--- config.mk ---
export PLATFORM = sky130hd
export DESIGN_NAME = rgb_tone_pipe
export DESIGN_NICKNAME = d
export VERILOG_FILES = /design/src/rtl/rgb_tone_pkg.sv /design/src/rtl/rgb_tone_pipe_luma_calc.sv /design/src/rtl/rgb_tone_pipe.sv
export SDC_FILE = /design/constraint.sdc
export NUM_CORES = 1
export LEC_CHECK = 0
export CORE_UTILIZATION = 50
export CTS_BUF_LIST = sky130_fd_sc_hd__clkbuf_4
export CTS_CLUSTER_SIZE = 24
export DETAILED_ROUTE_END_ITERATION = 10
export PLACE_DENSITY = 0.68
export SYNTH_ARGS = -nofsm -noshare
export SYNTH_HDL_FRONTEND = slang
export SYNTH_SLANG_ARGS = --single-unit
--- constraint.sdc ---
create_clock -name iCLK -period 10.7 [get_ports iCLK]
set_input_delay 1.605 -clock iCLK [delete_from_list [all_inputs] [get_ports iCLK]]
set_output_delay 1.605 -clock iCLK [all_outputs]
set_load 0.02 [all_outputs]
--- src/rtl/rgb_tone_pkg.sv ---
// Shared definitions for the RGB-to-tone pixel pipeline:
// output mode encodings and luma weights.
package rgb_tone_pkg;

    typedef enum logic [1:0] {
        MODE_PASS = 2'b00,
        MODE_GREY = 2'b01,
        MODE_BIN  = 2'b10,
        MODE_BINV = 2'b11
    } mode_t;

    // Weights sum to 1 << LUMA_SH, so luma never exceeds the channel range.
    localparam int KR      = 77;
    localparam int KG      = 150;
    localparam int KB      = 29;
    localparam int LUMA_SH = 8;

endpackage

--- src/rtl/rgb_tone_pipe_luma_calc.sv ---
// Stages 1-2 of the tone pipe: weighted products, then truncated luma sum.
// RGB, valid and SOF travel alongside so everything leaves aligned with Y.
module luma_calc
    import rgb_tone_pkg::*;
#(
    parameter int DW = 12
) (
    input  logic          iCLK,
    input  logic          iRST,
    input  logic          i_dval,
    input  logic          i_sof,
    input  logic [DW-1:0] i_red,
    input  logic [DW-1:0] i_green,
    input  logic [DW-1:0] i_blue,
    output logic          o_dval,
    output logic          o_sof,
    output logic [DW-1:0] o_red,
    output logic [DW-1:0] o_green,
    output logic [DW-1:0] o_blue,
    output logic [DW-1:0] o_y
);

    localparam int PW = DW + LUMA_SH;
    localparam logic [PW-1:0] W_KR = PW'(KR);
    localparam logic [PW-1:0] W_KG = PW'(KG);
    localparam logic [PW-1:0] W_KB = PW'(KB);

    logic          r_vld1;
    logic          r_sof1;
    logic [PW-1:0] r_pr;
    logic [PW-1:0] r_pg;
    logic [PW-1:0] r_pb;
    logic [DW-1:0] r_red1;
    logic [DW-1:0] r_green1;
    logic [DW-1:0] r_blue1;
    logic [PW-1:0] w_sum;

    assign w_sum = r_pr + r_pg + r_pb;

    always_ff @(posedge iCLK or posedge iRST) begin
        if (iRST) begin
            r_vld1   <= 1'b0;
            r_sof1   <= 1'b0;
            r_pr     <= '0;
            r_pg     <= '0;
            r_pb     <= '0;
            r_red1   <= '0;
            r_green1 <= '0;
            r_blue1  <= '0;
            o_dval   <= 1'b0;
            o_sof    <= 1'b0;
            o_red    <= '0;
            o_green  <= '0;
            o_blue   <= '0;
            o_y      <= '0;
        end else begin
            r_vld1   <= i_dval;
            r_sof1   <= i_dval & i_sof;
            r_pr     <= W_KR * PW'(i_red);
            r_pg     <= W_KG * PW'(i_green);
            r_pb     <= W_KB * PW'(i_blue);
            r_red1   <= i_red;
            r_green1 <= i_green;
            r_blue1  <= i_blue;
            o_dval   <= r_vld1;
            o_sof    <= r_sof1;
            o_red    <= r_red1;
            o_green  <= r_green1;
            o_blue   <= r_blue1;
            o_y      <= w_sum[PW-1:LUMA_SH];
        end
    end

endmodule

--- src/rtl/rgb_tone_pipe.sv ---
// Colour-to-tone pixel pipeline: pass / grey / binary / inverted binary,
// fixed 3-cycle latency, with a per-frame above-threshold pixel count.
module rgb_tone_pipe
    import rgb_tone_pkg::*;
#(
    parameter int DW   = 12,
    parameter int CNTW = 20
) (
    input  logic            iCLK,
    input  logic            iRST,
    input  logic            iDVAL,
    input  logic            iSOF,
    input  logic [DW-1:0]   iRED,
    input  logic [DW-1:0]   iGREEN,
    input  logic [DW-1:0]   iBLUE,
    input  logic [1:0]      iMODE,
    input  logic [DW-1:0]   iTHRESH,
    output logic            oDVAL,
    output logic            oSOF,
    output logic [DW-1:0]   oRED,
    output logic [DW-1:0]   oGREEN,
    output logic [DW-1:0]   oBLUE,
    output logic [CNTW-1:0] oABOVE_CNT,
    output logic            oCNT_VAL
);

    localparam logic [DW-1:0]   THR_RST = {1'b1, {(DW-1){1'b0}}};
    localparam logic [DW-1:0]   PIX_MAX = {DW{1'b1}};
    localparam logic [CNTW-1:0] CNT_MAX = {CNTW{1'b1}};

    mode_t         r_mode_q;
    mode_t         r_mode_s2;
    logic [DW-1:0] r_thr_q;
    logic [DW-1:0] r_thr_s2;
    logic [CNTW-1:0] r_run;
    logic          r_seen_sof;

    logic          w_dval2;
    logic          w_sof2;
    logic [DW-1:0] w_red2;
    logic [DW-1:0] w_green2;
    logic [DW-1:0] w_blue2;
    logic [DW-1:0] w_y2;
    logic          w_above;
    logic [DW-1:0] w_red3;
    logic [DW-1:0] w_green3;
    logic [DW-1:0] w_blue3;

    luma_calc #(.DW(DW)) u_luma (
        .iCLK    (iCLK),
        .iRST    (iRST),
        .i_dval  (iDVAL),
        .i_sof   (iSOF),
        .i_red   (iRED),
        .i_green (iGREEN),
        .i_blue  (iBLUE),
        .o_dval  (w_dval2),
        .o_sof   (w_sof2),
        .o_red   (w_red2),
        .o_green (w_green2),
        .o_blue  (w_blue2),
        .o_y     (w_y2)
    );

    // Shadow registers load alongside stage 1; the stage-2 copies travel with
    // the pixel, so a frame-boundary update never reaches pixels in flight.
    always_ff @(posedge iCLK or posedge iRST) begin
        if (iRST) begin
            r_mode_q  <= MODE_PASS;
            r_thr_q   <= THR_RST;
            r_mode_s2 <= MODE_PASS;
            r_thr_s2  <= THR_RST;
        end else begin
            if (iDVAL && iSOF) begin
                r_mode_q <= mode_t'(iMODE);
                r_thr_q  <= iTHRESH;
            end
            r_mode_s2 <= r_mode_q;
            r_thr_s2  <= r_thr_q;
        end
    end

    assign w_above = (w_y2 > r_thr_s2);

    always_comb begin
        w_red3   = w_red2;
        w_green3 = w_green2;
        w_blue3  = w_blue2;
        case (r_mode_s2)
            MODE_GREY: begin
                w_red3   = w_y2;
                w_green3 = w_y2;
                w_blue3  = w_y2;
            end
            MODE_BIN: begin
                w_red3   = w_above ? PIX_MAX : '0;
                w_green3 = w_red3;
                w_blue3  = w_red3;
            end
            MODE_BINV: begin
                w_red3   = w_above ? '0 : PIX_MAX;
                w_green3 = w_red3;
                w_blue3  = w_red3;
            end
            default: ;
        endcase
    end

    // The first SOF after reset only opens a frame; a report needs a full one.
    always_ff @(posedge iCLK or posedge iRST) begin
        if (iRST) begin
            oDVAL      <= 1'b0;
            oSOF       <= 1'b0;
            oRED       <= '0;
            oGREEN     <= '0;
            oBLUE      <= '0;
            oABOVE_CNT <= '0;
            oCNT_VAL   <= 1'b0;
            r_run      <= '0;
            r_seen_sof <= 1'b0;
        end else begin
            oDVAL    <= w_dval2;
            oSOF     <= w_sof2;
            oRED     <= w_dval2 ? w_red3   : '0;
            oGREEN   <= w_dval2 ? w_green3 : '0;
            oBLUE    <= w_dval2 ? w_blue3  : '0;
            oCNT_VAL <= 1'b0;
            if (w_dval2) begin
                if (w_sof2) begin
                    if (r_seen_sof) begin
                        oABOVE_CNT <= r_run;
                        oCNT_VAL   <= 1'b1;
                    end
                    r_seen_sof <= 1'b1;
                    r_run      <= CNTW'(w_above);
                end else if (w_above && (r_run != CNT_MAX)) begin
                    r_run <= r_run + 1'b1;
                end
            end
        end
    end

endmodule

==> flow_summary.yaml <==
status:
  status: "complete, but fails checks"
  violations: "DRC"
grt:
  grtUsageMet1_pct: 27.9
  grt_busiest_layer: "met2"
  first_global_vias: 9077
  antenna_found_initial: 1
  grt_first_pass_wirelength_um: 45700
  grt_usage_pct: 20.9
  grtUsageMet3_pct: 3.91
  grt_overflow: 0
  grt_util_met2_pct: 34.7
  grt_max_degree: 111
cells_and_area:
  final_cells: 1681
  fin_util_pct: 59.7
  stdcell_area_um2: 15700
  drive_gt1_share_pct: 10.5
  fin_nets: 1587
  area_growth_pct: 16.3
cts:
  numCtsBuffers: 61
  postCtsSetupBuffers: 0
  cts.sinks: 246
  hold_buffers: 0
  post_cts_resized: 0
  clk_latency_ns: 0.71
  cts_buffer_depth: 3
  clock-root-buffer: "clkbuf_4"
  cts_tree: "yes"
  clkSlewWorstSetupHoldPaths_ns: 0.07
  htree_levels: 2
worst_setup_path:
  crit_fanout: 6
  crit_family: "adder cells"
  critPathKind: "input port to register"
  end_kind: "register"
  startpoint_type: "input port"
  critical-path-max-stage-delay_ns: 0.62
  critPathBufInv: 3
  slowest_stage: "clkdlybuf4s50_1"
  worstReg2RegStart: "u_luma.r_pg[7]$_DFF_PP0_"
  arrival_ns: 5.87
  crit_chain: "clkdlybuf4s50_1 -> ha_1 -> ha_1 -> fa_1 -> inv_1 -> fa_1 -> inv_1 -> ha_1 -> a211o_1 -> nor2_1 -> o21ai_0 -> a31oi_1 -> o221ai_1 -> a2111oi_0 -> a21oi_1"
  crit_required_ns: 11.23
  crit_top_cell: "ha_1"
  crit_start: "iGREEN[5]"
sta:
  setup_tns_ns: 0
  slew_headroom_pct: 35.6
  setup_viol: 0
  worstMarginPinSlew_ns: 0.963
  hold_violations: 0
  fin_skew_ns: 0.0604
  timing.hold.ws_ns: 0.301
  maxSlewViolCount: 0
  rsz0062_at_grt: "false"
  finalCritPeriodShare_pct: 49.9
  finalCriticalPeriod_ns: 5.34
  max_freq_mhz: 187
yosys:
  synth_nets: 1431
  synthTopCellsByCount: "dfrtp_1, inv_1, ha_1, a21oi_1, fa_1"
  syn_area_um2: 13500
  post_synth.cell_area_avg_um2: 11.7
  yosysWarnings: 0
  synth.largest_area_cell: "dfrtp_1"
  async_reset_ff_share_pct: 100
  synthFlopType: "dfrtp_1"
  syn_inst: 1149
  yosysUniqueCellTypes: 59
  synth_edf_count: 0
  yosys-top-cells-area: "dfrtp_1, ha_1, fa_1, inv_1, a21oi_1"
  yosysTopAreaCellShare_pct: 45.4
  yosysMostFrequentCell: "dfrtp_1"
  yosys_register_bits: 246
  seq_area_frac_synth_pct: 45.7
power:
  leakage_nw: 7.71
  ir_worst_vdd_mv: 0.187
  p_clk_share_pct: 18.6
  p_sw_share_pct: 39.4
  seqPwrFrac_pct: 33.3
  powerDensity_nw_per_um2: 247
  power.switching_w: 0.00153
  internal_power_w: 0.00235
  p_comb_share_pct: 48.1
drt:
  drtAntennaViolNets: 0
  firstDrtPassIters: 8
  drt-vias-per-instance: 5.21
  wl_um: 26900
  vias: 8760
  drcViolationCount: 12
  drtIter0Drc: 498
  detail_route.wl_per_cell_um: 16.0
placement:
  io_buffers: 112
  place_inst: 1577
  place_congestion: 0.822
  postPlaceCellArea_um2: 14900
  dp_hpwl_um: 20700
floorplan:
  initial_core_util_pct: 51.4
  ioPinCount: 113
  die_area_um2: 27600
  fp.dieH_um: 166
  die_w_um: 166
  core-area_um2: 26200
  rows: 59
run:
  maxCapViolCount: 0
hold_path:
  hold_path_class: "register to register"
  holdCritStartpoint: "u_luma.r_blue1[5]$_DFF_PP0_"
[kinds of logic (layout without fill, tap and decap cells)]
family          Yosys count  after routing  share of synthesized area, %
compound gates          222            222                          10.5
xor+xnor                 50             50                          3.25
fa+ha+maj               228            228                          24.9
buf+inv                 188            384                          5.39
flops                   246            246                          45.7
mux                      35             35                          2.92
other cells               0              1                             0
simple gates            180            180                          7.29
[per-stage QoR]
| stage | power [W] | setup slack (ns) |
|---|---|---|
| after detailed placement | 0.00316 | 4.73 |
| after global placement | 0.00312 | 4.76 |
| final | 0.00387 | 5.36 |
| after global routing | 0.00421 | 5.14 |
| after CTS | 0.00391 | 5.43 |
| after floorplan | 0.00263 | 2.34 |
[layout by cell type, fill, tap and decap left out, drive strengths merged, types with 3 or more instances in the layout]
master         netlist  final
o21bai               8      8
nand2b              42     42
nor3                13     13
a21boi               3      3
a22oi                5      5
a211o                4      4
buf                  4      4
o21ai               30     30
dfrtp              244    244
a21o                20     20
nand4                7      7
clkinv               0     18
or4                  7      7
or3                  3      3
clkdlybuf4s50        0    112
and4                 5      5
a211oi               6      6
clkbuf              19     84
mux2                34     34
fa                  66     66
xor2                18     18
a41o                 3      3
and2                 4      4
o211ai               4      4
and3                 7      7
nand3               22     22
o31ai                8      8
nor2                30     30
a2111oi              7      7
a21oi               93     93
inv                165    166
nand2               22     22
nor2b               14     14
o21a                10     10
a31o                 3      3
xnor2               32     32
a31oi                5      5
ha                 162    162
o2bb2ai              4      4
[sequential cells by signal (all words and copies together), names as in the netlist, 15 cells and up]
register,flops
u_luma.r_pg,18
oABOVE_CNT,20
u_luma.r_pb,15
r_run,20
u_luma.r_pr,17
[power groups by stage]
| stage | Combinational [W] | Clock [W] | Sequential (W) |
|---|---|---|---|
| after floorplan | 0.00131 | 0 | 0.00131 |
| after global placement | 0.00181 | 0 | 0.00131 |
| after detailed placement | 0.00185 | 0 | 0.00131 |
| after CTS | 0.00187 | 0.000749 | 0.00129 |
| after global routing | 0.00210 | 0.000800 | 0.00131 |
| final | 0.00186 | 0.000722 | 0.00129 |
[layout make-up]
type                            instances  area, um2
Antenna cell                            1       2.50
Clock buffer                           84        631
Clock inverter                         19       87.6
Fill cell                            2093      10600
Inverter                              165        627
Multi-Input combinational cell        715       6580
Sequential cell                       246       6160
Tap cell                              335        419
Timing Repair Buffer                  116       1150
[worst paths after layout]
| path | to | slack, ns | cells after the start |
|---|---|---|---|
| max | u_luma.r_pg[19]$_DFF_PP0_ | 5.36 | 15 |
| min | u_luma.o_blue[5]$_DFF_PP0_ | 0.30 | 0 |
| max reg2reg | u_luma.o_y[11]$_DFF_PP0_ | 7.52 | 9 |
| min reg2reg | u_luma.o_blue[5]$_DFF_PP0_ | 0.30 | 0 |
| max in group asynchronous | u_luma.r_blue1[9]$_DFF_PP0_ | 7.06 | 4 |
| min in group asynchronous | oGREEN[9]$_DFF_PP0_ | 1.39 | 2 |
[routing by layer]
layer  routed length (um)  share of wire (%)  up-vias
li1                     -                  -     4251
met5                    0                  0        -
met3                 1130                4.2       45
met1                12200                 45     4277
met2                13100                 49      187
met4                  518                1.9        0
Note: power is estimated with default switching activity, not from simulation.
